==> config.mk <==
export PLATFORM = sky130hd
export DESIGN_NAME = fp_align_shift
export DESIGN_NICKNAME = d
export VERILOG_FILES = /design/src/rtl/fp_pkg.sv /design/src/rtl/shr_sticky.sv /design/src/rtl/fp_align_shift.sv
export SDC_FILE = /design/constraint.sdc
export NUM_CORES = 1
export LEC_CHECK = 0
export ABC_CLOCK_PERIOD_IN_PS = 2400
export BUFFER_PORTS_ARGS = -buffer_cell sky130_fd_sc_hd__buf_2
export CAP_MARGIN = 20
export CORE_MARGIN = 3
export CORE_UTILIZATION = 35
export CTS_BUF_LIST = sky130_fd_sc_hd__clkbuf_8
export DETAILED_ROUTE_END_ITERATION = 16
export PLACE_DENSITY = 0.56
export SYNTH_ARGS = -nofsm -noshare
export SYNTH_HDL_FRONTEND = slang
export SYNTH_HIERARCHICAL = 1
export SYNTH_SLANG_ARGS = --single-unit
==> constraint.sdc <==
create_clock -name clk -period 2.4 [get_ports clk]
set_clock_uncertainty 0.05 [all_clocks]
set_input_delay 0.48 -clock clk [delete_from_list [all_inputs] [get_ports clk]]
set_output_delay 0.48 -clock clk [all_outputs]
set_load 0.02 [all_outputs]
==> src/rtl/fp_pkg.sv <==
// Shared widths, defaults and FSM state type for the FP operand aligner.
package fp_pkg;

  localparam int EXP_W         = 8;
  localparam int FRAC_W        = 24;
  localparam int GRS_W         = 3;
  localparam int ALIGN_W       = 27;
  localparam int MAX_SHIFT_DEF = 27;

  typedef enum logic [1:0] {
    IDLE  = 2'd0,
    SHIFT = 2'd1,
    DONE  = 2'd2
  } state_t;

endpackage

==> src/rtl/shr_sticky.sv <==
// One alignment step: right-shift the GRS-extended fraction by 0..STEP bits.
// With ALIGN_STICKY_EN defined, bits leaving or landing at bit 0 are OR-ed into sticky.
module shr_sticky
  import fp_pkg::*;
#(
  parameter int STEP = 1
) (
  input  logic [ALIGN_W-1:0] r_in,
  input  logic [3:0]         amt,
  output logic [ALIGN_W-1:0] r_out
);

`ifdef ALIGN_STICKY_EN
  logic [ALIGN_W-1:0] shifted;
  logic               sticky;

  always_comb begin
    shifted = r_in >> amt;
    sticky  = r_in[0];
    for (int i = 1; i <= STEP; i++) begin
      if (4'(i) <= amt) sticky = sticky | r_in[i];
    end
    r_out = {shifted[ALIGN_W-1:1], sticky};
  end
`else
  // Truncation: anything reaching bit 0 is dropped.
  always_comb begin
    r_out = (r_in >> amt) & ~ALIGN_W'(1);
  end
`endif

endmodule

==> src/rtl/fp_align_shift.sv <==
// Iterative right-shift aligner for the FP adder path, STEP bits per cycle.
// Optional sticky accumulation is enabled by defining ALIGN_STICKY_EN.
module fp_align_shift
  import fp_pkg::*;
#(
  parameter int STEP      = 1,
  parameter int MAX_SHIFT = MAX_SHIFT_DEF
) (
  input  logic                clk,
  input  logic                rst,
  input  logic                in_valid,
  output logic                in_ready,
  input  logic [EXP_W-1:0]    exp_in,
  input  logic [EXP_W-1:0]    exp_target,
  input  logic [FRAC_W-1:0]   frac_in,
  output logic                out_valid,
  input  logic                out_ready,
  output logic [EXP_W-1:0]    exp_out,
  output logic [ALIGN_W-1:0]  frac_out,
  output logic                err
);

  // Handshake: a transfer happens on a rising edge where valid && ready are both 1.
  // in_ready is high only in IDLE and out_valid only in DONE, so an output
  // handshake and a new accept can never share a cycle.

  state_t             state_q, state_d;
  logic [ALIGN_W-1:0] r_q, r_d;
  logic [8:0]         cnt_q, cnt_d;
  logic [EXP_W-1:0]   exp_q, exp_d;
  logic               err_q, err_d;

  logic [8:0]         diff;
  logic [3:0]         k;
  logic [ALIGN_W-1:0] r_shr;

  // 9-bit difference: bit 8 set means exp_in is above the target.
  assign diff = {1'b0, exp_target} - {1'b0, exp_in};
  assign k    = (cnt_q < 9'(STEP)) ? cnt_q[3:0] : 4'(STEP);

  shr_sticky #(
    .STEP (STEP)
  ) u_shr (
    .r_in  (r_q),
    .amt   (k),
    .r_out (r_shr)
  );

  always_comb begin
    state_d = state_q;
    r_d     = r_q;
    cnt_d   = cnt_q;
    exp_d   = exp_q;
    err_d   = err_q;
    case (state_q)
      IDLE: begin
        if (in_valid) begin
          r_d   = {frac_in, 3'b000};
          err_d = 1'b0;
          exp_d = exp_target;
          if (diff[8]) begin
            err_d   = 1'b1;
            exp_d   = exp_in;
            cnt_d   = '0;
            state_d = DONE;
          end else begin
            cnt_d   = (diff >= 9'(MAX_SHIFT)) ? 9'(MAX_SHIFT) : diff;
            state_d = (diff == 9'd0) ? DONE : SHIFT;
          end
        end
      end
      SHIFT: begin
        r_d   = r_shr;
        cnt_d = cnt_q - {5'b0, k};
        if (cnt_q == {5'b0, k}) state_d = DONE;
      end
      DONE: begin
        if (out_ready) state_d = IDLE;
      end
      default: state_d = IDLE;
    endcase
  end

  always_ff @(posedge clk) begin
    if (rst) begin
      state_q <= IDLE;
      r_q     <= '0;
      cnt_q   <= '0;
      exp_q   <= '0;
      err_q   <= 1'b0;
    end else begin
      state_q <= state_d;
      r_q     <= r_d;
      cnt_q   <= cnt_d;
      exp_q   <= exp_d;
      err_q   <= err_d;
    end
  end

  assign in_ready  = (state_q == IDLE);
  assign out_valid = (state_q == DONE);
  assign frac_out  = out_valid ? r_q : '0;
  assign exp_out   = exp_q;
  assign err       = err_q;

endmodule

==> impl_results.md <==
- Status: completed
- Synth cell types: 63
- Die H: 114.0 um
- Critical path fanouts, max: 3
- Synth Area in XOR/XNOR: 1.288%
- Final GP Congestion: 0.9390
- PwrDens: 635.6 nW/um2
- Setup Fix Bufs, Post-CTS: 0
- Max Clock Freq: 0.4380 GHz
- CP Cell Sequence: buf_2 > inv_1 > ha_1 > inv_1 > fa_2 > a211o_1 > o211ai_1 > a21oi_1 > a221o_1 > o31ai_1 > a221oi_1
- Critical path type: in2reg
- DP Wirelength: 9265 um
- Post-DRT Antenna Nets: 0
- Initial antenna violation count: 0
- Top Ports: 82
- Mean Syn Cell Area: 7.998 um2
- Hold Violations, Final: 0
- CP max stage cell: fa_2
- Clock buffer depth: 2
- Core region area: 11130 um2
- Die Wd: 114.0 um
- Main synth FF type: dfxtp_1
- Post-synth EDFFs: 0
- Fin cells: 757
- Simple-gate share of the synthesized area: 25.80%
- Post-synthesis mux area share: 17.98%
- Critical Path Start: exp_target[0]
- Max_cap viols: 0
- Hold Path Origin: frac_in[0]
- Cell count of the worst reg-to-reg path: 10
- Full die area: 12990 um2
- Later-pin clock latency in the skew report: 0.31 ns
- Worst path arrival time: 2.40 ns
- Area growth syn-to-layout: 21.84%
- Clock H-tree levels: 2
- Antenna diodes: 0
- CTS tree: done
- Post-Syn Instances: 510
- Syn. warnings: 6
- Slowest cell delay on critical path: 0.36 ns
- Final WL: 12180 um
- Slew Limit Headroom: 66.78%
- P_int: 0.001862 W
- Number of global-route vias before repair: 4020
- Synth Cell Area: 4079 um2
- Port-buffer cells: 81
- Final core occ: 44.67%
- Largest net degree at the start of global routing: 51
- Std cell rows: 38
- Fin nets: 674
- VDD IR-drop max: 0.0002711 V
- Vias: 4118
- Residual DRC count: 0
- Worst hold stages: 3
- Switching Share: 41.04%
- Seq pwr share: 32.3%
- Layout cell share with drive strength beyond 1: 28.53%
- Synth Area in Compound Gates: 20.46%
- CP dominant cell by count: inv_1
- Clock Power Share: 14.8%
- RR Startpoint: cnt_q[8]
- Combinational family with the most area after synthesis: simple AND/OR/NAND/NOR gates
- # clock sinks: 47
- NetSw: 0.001296 W
- Total CTS buffers: 5
- Wire per inst: 16.08 um
- Post-CTS Hold Buffers: 0
- Wire length of the first global-routing pass: 19600 um
- Total power: 0.003159 W
- Final Slew Violations: 0
- CTS Root Cell: clkbuf_8
- Initial drt markers: 260
- Req. time, crit path: 2.52 ns
- Initial core utilization: 36.66%
- Slew @ Worst Pin: 0.4944 ns
- Total gr overflow: 0
- Combinational Power Share: 52.9%
- Final Setup Violations: 0
- Post-Synth Adder-Cell Area: 3.865%
- RSZ-0062 raised after global routing: no
- Vias per inst: 5.440
- Worst-path clk slew: 0.09 ns
- Min-delay worst type: in2reg
- Seq/Total Area, Yosys: 23.07%
- Post-placement cell count: 751
- Drt pass-1 iters: 5
- Final cycle utilization of the critical path: 95.13%
- Synthesis-stage register bit count: 47
- Fin crit period: 2.283 ns
- CP endpoint kind: register
- Static Leak: 2.247 nW
- Synth async-reset ratio: 0%
- Critical Path Start Type: primary input
- GRT Overall Usage: 18.44%
[critical path, delay by kind of cell]
family,cells,cell delay (ns)
AO/OA/AOI/OAI,6,1.20
adder cells (fa/ha/maj),2,0.49
buffers and inverters,3,0.21
[cell families after synthesis]
family	after synthesis
compound gates	107
flops	47
xor+xnor	6
fa+ha+maj	12
simple gates	230
other cells	2
buf+inv	55
mux	51
[state kept, by name, summed over array words and instances (netlist names)]
register / cells
state_q: 2
cnt_q: 9
err: 1
r_q: 27
exp_out: 8
[repair_timing]
action | in CTS | in global routing
resized for setup | 1 | 3
pin swaps | 0 | 1
endpoints found under the setup margin | 4 | 17
[metal layers]
layer / routed length (um) / GRT usage (%) / share of wire, %
met4: 155 / 4.592 / 1.3
met1: 5351 / 23.34 / 44
met3: 594 / 2.759 / 4.9
met2: 6073 / 32.79 / 50
met5: 0 / 0 / 0
[cell type report]
type	count	area [um2]
inverters	16	60.06
clock inverters	1	3.754
repair buffers	136	830.8
well taps	140	175.2
clock buffers	5	68.82
fillers	1126	6156
multi-input cells	412	2890
flip-flops and latches	47	940.9
[synth_stat cells (3+ instances only)]
cell / n / share of area [%]
nand2_1: 83 / 7.6
nor2_1: 71 / 6.5
dfxtp_1: 47 / 23
a311oi_1: 32 / 6.9
and2_1: 28 / 4.3
clkbuf_1: 23 / 2.1
mux2i_1: 23 / 5.6
a21oi_1: 20 / 2.5
inv_1: 16 / 1.5
ha_1: 11 / 3.4
mux4_2: 10 / 5.5
nand3_1: 10 / 1.2
mux2_2: 9 / 2.5
nor3_1: 9 / 1.1
a211oi_1: 5 / 0.92
a22oi_1: 5 / 0.92
mux4_1: 5 / 3.2
nand2b_1: 5 / 0.77
o211ai_1: 5 / 0.92
o221ai_1: 5 / 1.1
xnor2_1: 5 / 1.1
a221o_1: 4 / 0.98
buf_1: 4 / 0.37
mux2_1: 4 / 1.1
nor2b_1: 4 / 0.61
nor4_1: 4 / 0.61
o21ai_1: 4 / 0.49
o31ai_1: 4 / 0.74
a221oi_1: 3 / 0.64
buf_4: 3 / 0.55
buf_6: 3 / 0.83
nor3b_1: 3 / 0.55
o21a_1: 3 / 0.55
o21ai_0: 3 / 0.37
or3_1: 3 / 0.46
[power groups by stage]
stage          Clock (W)  Sequential, W  Combinational [W]
2_1_floorplan          0        0.00101            0.00112
3_3_place_gp           0        0.00104            0.00162
3_5_place_dp           0        0.00104            0.00164
4_1_cts         0.000486        0.00102            0.00164
5_1_grt         0.000503        0.00104            0.00183
6_report        0.000467        0.00102            0.00167
[layout by cell type, fill, tap and decap left out, types with 6 or more instances in the layout]
| cell type | n |
|---|---|
| mux2i_1 | 23 |
| buf_4 | 54 |
| nor2_1 | 70 |
| and2_1 | 28 |
| dfxtp_1 | 47 |
| nand2_1 | 82 |
| nor3_1 | 8 |
| conb_1 | 6 |
| mux2_2 | 9 |
| nand3_1 | 10 |
| inv_1 | 17 |
| a311oi_1 | 32 |
| buf_2 | 81 |
| a21oi_1 | 20 |
| mux4_2 | 10 |
| ha_1 | 11 |
[path summary, 6_finish.rpt]
check / endpoint / slack (ns)
setup / recovery: cnt_q[4] / 0.12
hold reg to reg: err / 0.42
hold / removal: r_q[3] / 0.38
setup reg to reg: cnt_q[8] / 0.16
[per-stage QoR]
stage	instance area [um2]	hold slack [ns]	worst slack, ns	TNS, ns
after floorplan	4103	0.4002	-0.005167	-0.005167
after global placement	4878	0.4122	-0.1735	-0.9320
after detailed placement	4878	0.4209	-0.2063	-1.367
after CTS	4956	0.3695	0.01945	0
after global routing	4970	0.3820	0.0006195	0
final	4970	0.3773	0.1168	0
Note: power is estimated with default switching activity, not from simulation.
